===== src/rtl/axi_bus_arbiter.sv =====
// Two-master / one-slave AXI4 arbiter: one transaction in flight,
// round-robin grant, combinational channel pass-through for the owner.
module axi_bus_arbiter #(
    parameter int ADDR_W  = 32,
    parameter int DATA_W  = 32,
    parameter int TIMEOUT = 255
) (
    input  logic                i_clk,
    input  logic                i_rst,
    input  logic                m0_arvalid,
    output logic                m0_arready,
    input  logic [ADDR_W-1:0]   m0_araddr,
    input  logic [3:0]          m0_arid,
    input  logic [7:0]          m0_arlen,
    input  logic [2:0]          m0_arsize,
    input  logic [1:0]          m0_arburst,
    output logic                m0_rvalid,
    input  logic                m0_rready,
    output logic [DATA_W-1:0]   m0_rdata,
    output logic [1:0]          m0_rresp,
    output logic                m0_rlast,
    output logic [3:0]          m0_rid,
    input  logic                m0_awvalid,
    output logic                m0_awready,
    input  logic [ADDR_W-1:0]   m0_awaddr,
    input  logic [3:0]          m0_awid,
    input  logic [7:0]          m0_awlen,
    input  logic [2:0]          m0_awsize,
    input  logic [1:0]          m0_awburst,
    input  logic                m0_wvalid,
    output logic                m0_wready,
    input  logic [DATA_W-1:0]   m0_wdata,
    input  logic [DATA_W/8-1:0] m0_wstrb,
    input  logic                m0_wlast,
    output logic                m0_bvalid,
    input  logic                m0_bready,
    output logic [1:0]          m0_bresp,
    output logic [3:0]          m0_bid,
    input  logic                m1_arvalid,
    output logic                m1_arready,
    input  logic [ADDR_W-1:0]   m1_araddr,
    input  logic [3:0]          m1_arid,
    input  logic [7:0]          m1_arlen,
    input  logic [2:0]          m1_arsize,
    input  logic [1:0]          m1_arburst,
    output logic                m1_rvalid,
    input  logic                m1_rready,
    output logic [DATA_W-1:0]   m1_rdata,
    output logic [1:0]          m1_rresp,
    output logic                m1_rlast,
    output logic [3:0]          m1_rid,
    input  logic                m1_awvalid,
    output logic                m1_awready,
    input  logic [ADDR_W-1:0]   m1_awaddr,
    input  logic [3:0]          m1_awid,
    input  logic [7:0]          m1_awlen,
    input  logic [2:0]          m1_awsize,
    input  logic [1:0]          m1_awburst,
    input  logic                m1_wvalid,
    output logic                m1_wready,
    input  logic [DATA_W-1:0]   m1_wdata,
    input  logic [DATA_W/8-1:0] m1_wstrb,
    input  logic                m1_wlast,
    output logic                m1_bvalid,
    input  logic                m1_bready,
    output logic [1:0]          m1_bresp,
    output logic [3:0]          m1_bid,
    output logic                s_arvalid,
    input  logic                s_arready,
    output logic [ADDR_W-1:0]   s_araddr,
    output logic [3:0]          s_arid,
    output logic [7:0]          s_arlen,
    output logic [2:0]          s_arsize,
    output logic [1:0]          s_arburst,
    input  logic                s_rvalid,
    output logic                s_rready,
    input  logic [DATA_W-1:0]   s_rdata,
    input  logic [1:0]          s_rresp,
    input  logic                s_rlast,
    input  logic [3:0]          s_rid,
    output logic                s_awvalid,
    input  logic                s_awready,
    output logic [ADDR_W-1:0]   s_awaddr,
    output logic [3:0]          s_awid,
    output logic [7:0]          s_awlen,
    output logic [2:0]          s_awsize,
    output logic [1:0]          s_awburst,
    output logic                s_wvalid,
    input  logic                s_wready,
    output logic [DATA_W-1:0]   s_wdata,
    output logic [DATA_W/8-1:0] s_wstrb,
    output logic                s_wlast,
    input  logic                s_bvalid,
    output logic                s_bready,
    input  logic [1:0]          s_bresp,
    input  logic [3:0]          s_bid,
    output logic                o_busy,
    output logic                o_owner,
    output logic                o_timeout
);

    localparam int CW = (TIMEOUT > 1) ? $clog2(TIMEOUT + 1) : 1;
    localparam logic [CW-1:0] TMAX = CW'(TIMEOUT);

    typedef enum logic [2:0] {
        IDLE, RD_A, RD_D, WR_A, WR_B
    } state_t;

    state_t        state_q, state_d;
    logic          owner_q, owner_d;
    logic          aw_done_q, aw_done_d;
    logic          w_done_q, w_done_d;
    logic [CW-1:0] cnt_q, cnt_d, cnt_inc;
    logic          tmo_q, tmo_d;

    logic rd_a, rd_d, wr_a, wr_b;
    logic req0, req1, win;
    logic ar_hs, r_hs, aw_hs, w_hs, b_hs, evt;
    logic aw_ok, w_ok;

    assign rd_a = (state_q == RD_A);
    assign rd_d = (state_q == RD_D);
    assign wr_a = (state_q == WR_A);
    assign wr_b = (state_q == WR_B);

    assign req0 = m0_arvalid | m0_awvalid;
    assign req1 = m1_arvalid | m1_awvalid;

    // Payload is muxed by owner unconditionally; only valid/ready are gated.
    assign s_araddr  = owner_q ? m1_araddr  : m0_araddr;
    assign s_arid    = owner_q ? m1_arid    : m0_arid;
    assign s_arlen   = owner_q ? m1_arlen   : m0_arlen;
    assign s_arsize  = owner_q ? m1_arsize  : m0_arsize;
    assign s_arburst = owner_q ? m1_arburst : m0_arburst;
    assign s_awaddr  = owner_q ? m1_awaddr  : m0_awaddr;
    assign s_awid    = owner_q ? m1_awid    : m0_awid;
    assign s_awlen   = owner_q ? m1_awlen   : m0_awlen;
    assign s_awsize  = owner_q ? m1_awsize  : m0_awsize;
    assign s_awburst = owner_q ? m1_awburst : m0_awburst;
    assign s_wdata   = owner_q ? m1_wdata   : m0_wdata;
    assign s_wstrb   = owner_q ? m1_wstrb   : m0_wstrb;
    assign s_wlast   = owner_q ? m1_wlast   : m0_wlast;

    assign s_arvalid = rd_a & (owner_q ? m1_arvalid : m0_arvalid);
    assign s_rready  = rd_d & (owner_q ? m1_rready : m0_rready);
    assign s_awvalid = aw_ok & (owner_q ? m1_awvalid : m0_awvalid);
    assign s_wvalid  = w_ok & (owner_q ? m1_wvalid : m0_wvalid);
    assign s_bready  = wr_b & (owner_q ? m1_bready : m0_bready);

    assign aw_ok = wr_a & ~aw_done_q;
    assign w_ok  = wr_a & ~w_done_q;

    assign m0_arready = rd_a & ~owner_q & s_arready;
    assign m1_arready = rd_a & owner_q & s_arready;
    assign m0_rvalid  = rd_d & ~owner_q & s_rvalid;
    assign m1_rvalid  = rd_d & owner_q & s_rvalid;
    assign m0_awready = aw_ok & ~owner_q & s_awready;
    assign m1_awready = aw_ok & owner_q & s_awready;
    assign m0_wready  = w_ok & ~owner_q & s_wready;
    assign m1_wready  = w_ok & owner_q & s_wready;
    assign m0_bvalid  = wr_b & ~owner_q & s_bvalid;
    assign m1_bvalid  = wr_b & owner_q & s_bvalid;

    assign m0_rdata = s_rdata;
    assign m1_rdata = s_rdata;
    assign m0_rresp = s_rresp;
    assign m1_rresp = s_rresp;
    assign m0_rlast = s_rlast;
    assign m1_rlast = s_rlast;
    assign m0_rid   = s_rid;
    assign m1_rid   = s_rid;
    assign m0_bresp = s_bresp;
    assign m1_bresp = s_bresp;
    assign m0_bid   = s_bid;
    assign m1_bid   = s_bid;

    assign ar_hs = s_arvalid & s_arready;
    assign r_hs  = s_rvalid & s_rready;
    assign aw_hs = s_awvalid & s_awready;
    assign w_hs  = s_wvalid & s_wready;
    assign b_hs  = s_bvalid & s_bready;

    always_comb begin
        state_d   = state_q;
        owner_d   = owner_q;
        aw_done_d = aw_done_q;
        w_done_d  = w_done_q;
        win       = 1'b0;
        unique case (state_q)
            IDLE: begin
                // On a tie the master that did not hold the last grant wins.
                win = (req0 & req1) ? ~owner_q : req1;
                if (req0 | req1) begin
                    owner_d = win;
                    if (win ? m1_awvalid : m0_awvalid)
                        state_d = WR_A;
                    else
                        state_d = RD_A;
                end
            end
            RD_A: if (ar_hs) state_d = RD_D;
            RD_D: if (r_hs & s_rlast) state_d = IDLE;
            WR_A: begin
                aw_done_d = aw_done_q | aw_hs;
                w_done_d  = w_done_q | (w_hs & s_wlast);
                if (aw_done_d & w_done_d) begin
                    state_d   = WR_B;
                    aw_done_d = 1'b0;
                    w_done_d  = 1'b0;
                end
            end
            WR_B: if (b_hs) state_d = IDLE;
            default: state_d = IDLE;
        endcase
    end

    // Watchdog restarts on any progress; saturates so it pulses once.
    assign evt     = (state_d != state_q) | ar_hs | r_hs
                   | aw_hs | w_hs | b_hs;
    assign cnt_inc = cnt_q + 1'b1;

    always_comb begin
        cnt_d = cnt_q;
        tmo_d = 1'b0;
        if ((state_q == IDLE) || evt) begin
            cnt_d = '0;
        end else if (cnt_q != TMAX) begin
            cnt_d = cnt_inc;
            tmo_d = (TIMEOUT != 0) && (cnt_inc == TMAX);
        end
    end

    always_ff @(posedge i_clk) begin
        if (i_rst) begin
            state_q   <= IDLE;
            owner_q   <= 1'b0;
            aw_done_q <= 1'b0;
            w_done_q  <= 1'b0;
            cnt_q     <= '0;
            tmo_q     <= 1'b0;
        end else begin
            state_q   <= state_d;
            owner_q   <= owner_d;
            aw_done_q <= aw_done_d;
            w_done_q  <= w_done_d;
            cnt_q     <= cnt_d;
            tmo_q     <= tmo_d;
        end
    end

    assign o_busy    = (state_q != IDLE);
    assign o_owner   = owner_q;
    assign o_timeout = tmo_q;

endmodule


===== config.mk =====
export PLATFORM = sky130hd
export DESIGN_NAME = axi_bus_arbiter
export DESIGN_NICKNAME = d
export VERILOG_FILES = /design/src/rtl/axi_bus_arbiter.sv
export SDC_FILE = /design/constraint.sdc
export NUM_CORES = 1
export LEC_CHECK = 0
export BUFFER_PORTS_ARGS = -buffer_cell sky130_fd_sc_hd__buf_4
export CORE_AREA = 2 2 224 226
export CTS_CLUSTER_SIZE = 8
export DETAILED_ROUTE_END_ITERATION = 10
export DIE_AREA = 0 0 226 228
export GPL_TIMING_DRIVEN = 1
export SYNTH_ARGS = -nofsm -noshare
export SYNTH_HDL_FRONTEND = slang
export SYNTH_SLANG_ARGS = --single-unit

===== constraint.sdc =====
create_clock -name i_clk -period 2.15 [get_ports i_clk]
set_input_delay 0.215 -clock i_clk [delete_from_list [all_inputs] [get_ports i_clk]]
set_output_delay 0.215 -clock i_clk [all_outputs]
set_load 0.02 [all_outputs]

Yosys cells after proc, flatten, opt, wreduce, memory -nomap -nowiden. Cells that the tools add are included.

Register bits after elaboration: 15. Bits of input ports: 332. Output and inout port bits: 243. Logic and storage cells: 99.

Add/subtract/negate cells: 1. Equal/unequal tests: 7. Muxes and demuxes: 29. Bitwise operators: 50. Reduce and logical (&&, ||, !) cells: 6.

Operators with widths (number): 32-bit two-way mux (3); 1-bit AND (36); 3-bit two-way mux (7); 8-bit two-way mux (2); 3-bit case mux with 5 select lines (1); 4-bit two-way mux (3); 1-bit two-way mux (10); 1-bit OR (10); 8-bit by 1-bit adder with 8-bit output, second input constant (1); 8-bit equality test, second input constant (1); 8-bit != test, second input constant (1); 3-bit by 2-bit equality test with 1-bit output, second input constant (2); 2-bit two-way mux (3); 1-bit inverter (4); 3-bit by 1-bit equality test with 1-bit output, second input constant (1); 3-bit equality test, second input constant (1); 3-bit logical NOT (1); 3-bit != test (1); 3-bit nonzero test (1); 3-bit OR reduction (1); 2-bit AND reduction (1); 2-bit OR reduction (1); 1-bit logical OR (1).

Depth between registers and ports, before layout. Gate-level depths: netlist (run 1).

Depth after elaboration: 17. Mapped depth: 7. Gate-level depth less buffers: 5.

Worst setup path before layout (run 1). Ideal clock, no wire load.

Kind: reg2out. Start: register owner_q, in the netlist o_owner. End: output m1_awready. Arrival: 1824 ps. Required time: 1935 ps. Path slack: 111 ps. Stages on the path, launching flop included: 6. Path buffers: 3. Path through: dfxtp_1 > buf_6 > clkbuf_1 > buf_2 > inv_1 > nor4_1.

Longest elaborated chain between the ends: 2.

Ends and longest elaborated chain: from (decl) (RTL line 110) `logic owner_q, owner_d;`; from (signal assigned) (RTL line 243) `owner_q <= owner_d;`; 1-bit AND (2 in series) (RTL line 158) `assign m1_awready = aw_ok & owner_q & s_awready;`; to (decl) (RTL line 53) `output logic m1_awready,`.

No other way between the ends.

Worst setup path in the final report (run 1).
Start: register owner_q, in the netlist o_owner. End: output s_araddr[26].

Longest elaborated chain between the ends: 1.

Ends and longest elaborated chain: 32-bit two-way mux (RTL line 130) `assign s_araddr = owner_q ? m1_araddr : m0_araddr;`; to (decl) (RTL line 70) `output logic [ADDR_W-1:0] s_araddr,`.

No other way between the ends.

==> impl_metrics.tcl, run 1 <==
set metrics [dict create \
    clock.fmax_mhz 478 \
    cts_buffers 3 \
    seqCellArea_um2 304 \
    area_growth_pct 104 \
    gp_congestion 1.27 \
    cts_hold_buffers 0 \
    final_cell_mix "447 x buf_4, 136 x mux2_2, 15 x nor2_1" \
    fin_skew_ns 0.00158 \
    cts_tree "yes" \
    drv_cap 0 \
    period_share_pct 97.3 \
    synth-main-ff-cell "dfxtp_1" \
    yosysWarnings 0 \
    die_area_um2 51500 \
    htreeDepth 1 \
    grt_pass1_vias 4778 \
    clock_path_buffers 2 \
    hold_violations 0 \
    min_path_type "in -> reg" \
    power.leakage_nw 3.07 \
    final_cell_area_um2 6970 \
    drcViolationCount 0 \
    wl_per_cell_um 23.1 \
    io_pins 575 \
    first_iter_violations 163 \
    syn_area_um2 3420 \
    ys_seq_area_share_pct 8.77 \
    synth_seq_cells 15 \
    final_common_cell "buf_4" \
    crit_required_ns 1.93 \
    drt_wl_total_mm 32.3 \
    cp.arrival_ns 1.88 \
    clock-sinks 15 \
    dp.cells 1391 \
    grt-ovfl-total 0 \
    slew_headroom_pct 62.1 \
    fin_tns_setup_ns 0 \
    synth_area_leader_cell "mux2_2" \
    worstSetupEndpointType "primary output" \
    vias 4490 \
    cts-root-buf "clkbuf_16" \
    cts_setup_buffers 0 \
    synth_fp_nets 716 \
    fin_crit_ns 2.09 \
    synth_edf_count 0 \
    critical_path_class "reg -> out" \
    setup_viol 0 \
    die-width_um 226 \
    synth.distinct_cells 50 \
    grt_usage_pct 11.8 \
    place.port_buffers 442 \
    fin_nets 1058 \
    multi_input_area_um2 2300 \
    yosys-top-cells-area "mux2_2 45%, buf_4 20%, dfxtp_1 8.8%" \
    tightest_slew_ns 0.566 \
    grt_max_degree 41 \
    drive_gt1_share_pct 83.1 \
    place_area_um2 6880 \
    ant_nets 0 \
    async_reset_ff_share_pct 0 \
    firstDrtPassIters 4 \
    critPathLaunchType "flop" \
    coreArea_um2 49300 \
    grt_pass1_wl_mm 40.5 \
    rsz0062_at_grt "no" \
    hold-worst-slack_ns 0.209 \
    clk_pin_slew_worst_paths_ns 0.05 \
    final_cells 1400 \
    outcome "finished clean" \
    cp_max_fo 40 \
    syn_area_per_cell_um2 8.96 \
    pwr_density_cell_nw_per_um2 516 \
    die_h_um 228 \
    row_count 82 \
    start_util_pct 6.94 \
    drv_slew 0 \
    dp_hpwl_mm 30.0 \
    antenna_found_initial 7 \
    fillers 5641 \
    synthCells 382 \
    yosysTopAreaCellShare_pct 44.7 \
    vdd_ir_drop_max_mv 0.325 \
    vias_per_cell 3.21 \
    clock_latency_ns 0.25 \
]
[Yosys cell counts (2+ instances only)]
master    count
nor3_1        9
ha_1          2
inv_1         7
a21boi_0      2
and2_1        2
nand2_1       8
o211ai_1      3
nor4_2        2
or3_1         2
and4_1        5
mux2i_1       3
o21ai_0       8
nor3b_1       2
nand4b_1      2
dfxtp_1      15
o21a_1        2
a21oi_1       5
and3_1        3
mux2_2      136
xnor2_1       2
nand3_1       7
clkbuf_1      2
a211oi_1      3
nor4_1        3
a31oi_1       2
buf_2        18
nor2_1       15
buf_4        90
[final cells by class]
class	count	share of cell area (%)
timing repair buffer	450	48.9
multi-input combinational	247	33.0
tap	672	12.1
sequential	15	4.36
clock buffer	3	1.08
inverter	7	0.377
antenna	5	0.179
clock inverter	1	0.0718
[stage by stage]
stage	total power, mW	setup WS [ns]	util [%]
CTS	3.65	0.00409	14.1
detailed placement	3.26	0.280	13.9
global route	3.76	0.0133	14.1
floorplan	1.96	0.111	-
finish	3.60	0.0581	14.1
global placement	3.27	0.304	13.9
[flip-flops by register name, summed over array words and instances (netlist names)]
signal	cells
o_owner	1
w_done_q	1
state_q	3
cnt_q	8
aw_done_q	1
o_timeout	1
[layer usage]
metal | global-route usage, % | vias up | routed length [um]
met1 | 10.0 | 2055 | 9810
met5 | 0 | - | 40
met3 | 7.16 | 70 | 4720
met4 | 8.53 | 6 | 2680
met2 | 20.1 | 384 | 15100
li1 | - | 1975 | -
[worst max-delay path, stage by stage (launching register included)]
cell	delay, ns
dfxtp_4	0.48
buf_12	0.25
buf_12	0.26
mux2_2	0.38
buf_4	0.16
[cell families after synthesis]
logic type	Yosys count	synth area share [%]
flip-flops	15	8.77
adder cells (fa/ha/maj)	2	0.731
AND/OR/NAND/NOR	70	12.3
buffers and inverters	120	23.9
multiplexers	140	46.1
XOR/XNOR	3	0.768
AO/OA/AOI/OAI	32	7.46
[power breakdown]
| group | internal, mW | switching [mW] | leakage (nW) |
|---|---|---|---|
| clock | 0.249 | 0.124 | 0.0409 |
| sequential | 0.299 | 0.0490 | 0.123 |
| combinational | 1.36 | 1.52 | 2.91 |
[timing repair]
item,in CTS,in global routing
endpoints found under the setup margin,0,5
hold endpoints to repair,0,0
resized for setup,0,1
[worst paths after layout]
path / startpoint / endpoint / slack, ns / cells past startpoint
worst max-delay path: o_owner$_SDFFE_PP0P_ / s_araddr[26] / 0.06 / 4
worst min-delay path: i_rst / o_owner$_SDFFE_PP0P_ / 0.21 / 2
worst max register to register: cnt_q[0]$_SDFFE_PP0N_ / cnt_q[1]$_SDFFE_PP0N_ / 0.32 / 4
worst min register to register: w_done_q$_SDFFE_PP0N_ / w_done_q$_SDFFE_PP0N_ / 0.58 / 2
Power figures use the tool's default switching activity.
==> run 2, diff against run 1 <==
ABC_AREA = 1   (was default)
CORE_AREA = 2 2 221 223   (was 2 2 224 226)
DIE_AREA = 0 0 223 225   (was 0 0 226 228)
==> run 2 against run 1 <==
Cell count increased by 18%. Clock power increased by 1%. Area after synthesis decreased by 1.1%. Clock skew increased by 0.0045 ns. Fmax increased by 5.8%. Power increased by 32%. Die area decreased by 2.6%. Non-clock buffer count increased by 2. Sequential share of layout area increased by 0.062 points. First-iteration DRC count increased by 87%. Count of clock-buffer cells in the layout unchanged. Largest cell class unchanged.
==> impl_metrics.tcl, run 2 <==
set metrics [dict create \
    crit_family "buffers and inverters" \
    drive_gt1_share_pct 45.7 \
    drv_slew 0 \
    hp-start "i_rst" \
    pwr-share-seq_pct 7.4 \
    top_regs "cnt_q (8), state_q (3)" \
    antenna_found_initial 2 \
    critPathSlowestCell "dfxtp_4" \
    synth_edf_count 0 \
    fin_nets 1368 \
    final_cell_mix "448 x buf_4, 435 x nand2_1, 35 x nor2_1" \
    clock_latency_ns 0.25 \
    critical_path_class "reg -> out" \
    fillers 5570 \
    vias 5232 \
    coreArea_um2 47500 \
    power.leakage_nw 3.92 \
    gp_congestion 0.825 \
    yosysTopAreaCellShare_pct 48.2 \
    synth_fp_nets 1032 \
    combPwrFrac_pct 84.6 \
    grt_pass1_vias 4950 \
    period_share_pct 92.0 \
    clockPowerShare_pct 8.0 \
    yosys-top-cells-area "nand2_1 48%, buf_4 20%, dfxtp_1 8.9%" \
    synth_area_leader_cell "nand2_1" \
    p_int_mw 2.09 \
    clock-sinks 15 \
    synth_seq_cells 15 \
    cp.depth 5 \
    ctsResizeCount 0 \
    first_iter_violations 304 \
    die-width_um 223 \
    vdd_ir_drop_max_mv 0.225 \
    cp-startpoint "o_owner$_SDFFE_PP0P_" \
    cp_max_fo 69 \
    cts_setup_buffers 0 \
    yosysMostFrequentCell "nand2_1" \
    drcViolationCount 0 \
    cts-root-buf "clkbuf_16" \
    synth-main-ff-cell "dfxtp_1" \
    ys_seq_area_share_pct 8.87 \
    cts_hold_buffers 0 \
    min_path_type "in -> reg" \
    pwr_density_cell_nw_per_um2 689 \
    row_count 80 \
    drv_cap 0 \
    p_sw_share_pct 55.8 \
    die_h_um 225 \
    hold_path_depth 2 \
    regMostFlops "cnt_q" \
    htreeDepth 1 \
    final_core_util_pct 14.5 \
    tightest_slew_ns 0.412 \
    yosysWarnings 0 \
    fin_crit_ns 1.98 \
    fin_skew_ns 0.00610 \
    synth.distinct_cells 28 \
    drt_wl_total_mm 27.4 \
    outcome "finished clean" \
    cts_buffers 3 \
    final_common_cell "buf_4" \
    start_util_pct 7.12 \
    clock.fmax_mhz 506 \
    synthCells 698 \
    rsz0062_at_grt "no" \
    cp_num_buf_inv 3 \
    slew_headroom_pct 72.3 \
    dp.cells 1644 \
    vias_per_cell 3.17 \
    r2r_start "o_owner$_SDFFE_PP0P_" \
    synthTopCellsByCount "435 x nand2_1, 91 x buf_4, 35 x nor2_1" \
    crit_required_ns 1.93 \
    dp_hpwl_mm 24.9 \
    syn_area_per_cell_um2 4.85 \
    worstSetupEndpointType "primary output" \
    grt-ovfl-total 0 \
    num_antenna_cells 0 \
    io_pins 575 \
    crit_top_cell "nand2_1" \
    die_area_um2 50200 \
    largest_reg_flops 8 \
    firstDrtPassIters 5 \
    syn_area_um2 3390 \
    grt_max_degree 70 \
    reg2regPathDepth 9 \
    netSwitchingPower_mw 2.64 \
    place.port_buffers 442 \
    wl_per_cell_um 16.6 \
    cp.arrival_ns 1.76 \
    crit_chain "inv_4 -> buf_12 -> nand2_1 -> nand2_1 -> buf_4" \
    cts_tree "yes" \
    fin_tns_setup_ns 0 \
    async_reset_ff_share_pct 0 \
    cpPeakStageDelay_ns 0.40 \
    hold_violations 0 \
    setup_viol 0 \
    ant_nets 0 \
    grt_usage_pct 10.1 \
    final_cells 1648 \
    p_total_mw 4.74 \
    grt_pass1_wl_mm 36.3 \
    critPathLaunchType "flop" \
    clock_path_buffers 2 \
    clk_pin_slew_worst_paths_ns 0.05 \
    area_growth_pct 103 \
]
[run 2: changes by cell type in the layout (fill, tap and decap cells not counted), moves of 7 or more]
cell,previous run,this run
nand3_1,7,14
nor2_2,0,7
nand2_1,8,435
inv_1,7,28
nor2_1,15,35
mux2_2,136,0
[run 2: final cells by class]
cell class                      instances  area [um2]  share of cell area, %
Timing Repair Buffer                  452        3440                   50.1
Multi-Input combinational cell        531        2160                   31.4
Tap cell                              615         769                   11.2
Sequential cell                        15         304                   4.42
Inverter                               31         119                   1.73
Clock buffer                            3        75.1                   1.09
Clock inverter                          1        5.00                 0.0728
[run 2: final timing paths]
kind / end / slack [ns]
worst max-delay path: s_araddr[9] / 0.17
worst min-delay path: aw_done_q$_SDFFE_PP0N_ / 0.20
worst max register to register: state_q[1]$_SDFF_PP0_ / 0.54
worst min register to register: aw_done_q$_SDFFE_PP0N_ / 0.48
[run 2: metal layers]
| layer | track usage (%) | vias to the layer above | share of wire [%] |
|---|---|---|---|
| met5 | 0 | - | 0.044 |
| met4 | 1.13 | 2 | 0.61 |
| met3 | 4.30 | 18 | 11 |
| met2 | 16.5 | 364 | 46 |
| met1 | 12.8 | 2179 | 42 |
| li1 | - | 2669 | - |
[run 2: power groups by stage]
stage / combinational [mW] / sequential (mW) / clock, mW
after floorplan: 2.17 / 0.338 / 0
after global placement: 4.10 / 0.356 / 0
after detailed placement: 4.09 / 0.357 / 0
after CTS: 4.09 / 0.352 / 0.383
after global routing: 4.32 / 0.361 / 0.395
final: 4.01 / 0.352 / 0.377
[run 2: cells by family after synthesis]
kind of cell / Yosys count / share of synthesized area (%)
AND/OR/NAND/NOR: 510 / 59.1
AO/OA/AOI/OAI: 14 / 2.70
flip-flops: 15 / 8.87
adder cells (fa/ha/maj): 2 / 0.739
XOR/XNOR: 5 / 1.29
buffers and inverters: 152 / 27.3
[run 2: metrics by stage]
| step | area [um2] | hold WS [ns] | setup slack (ns) |
|---|---|---|---|
| finish | 6880 | 0.197 | 0.173 |
| global route | 6880 | 0.204 | 0.119 |
| CTS | 6880 | 0.199 | 0.176 |
| detailed placement | 6800 | 0.430 | 0.446 |
| global placement | 6800 | 0.430 | 0.432 |
| floorplan | 3390 | 0.284 | 0.591 |
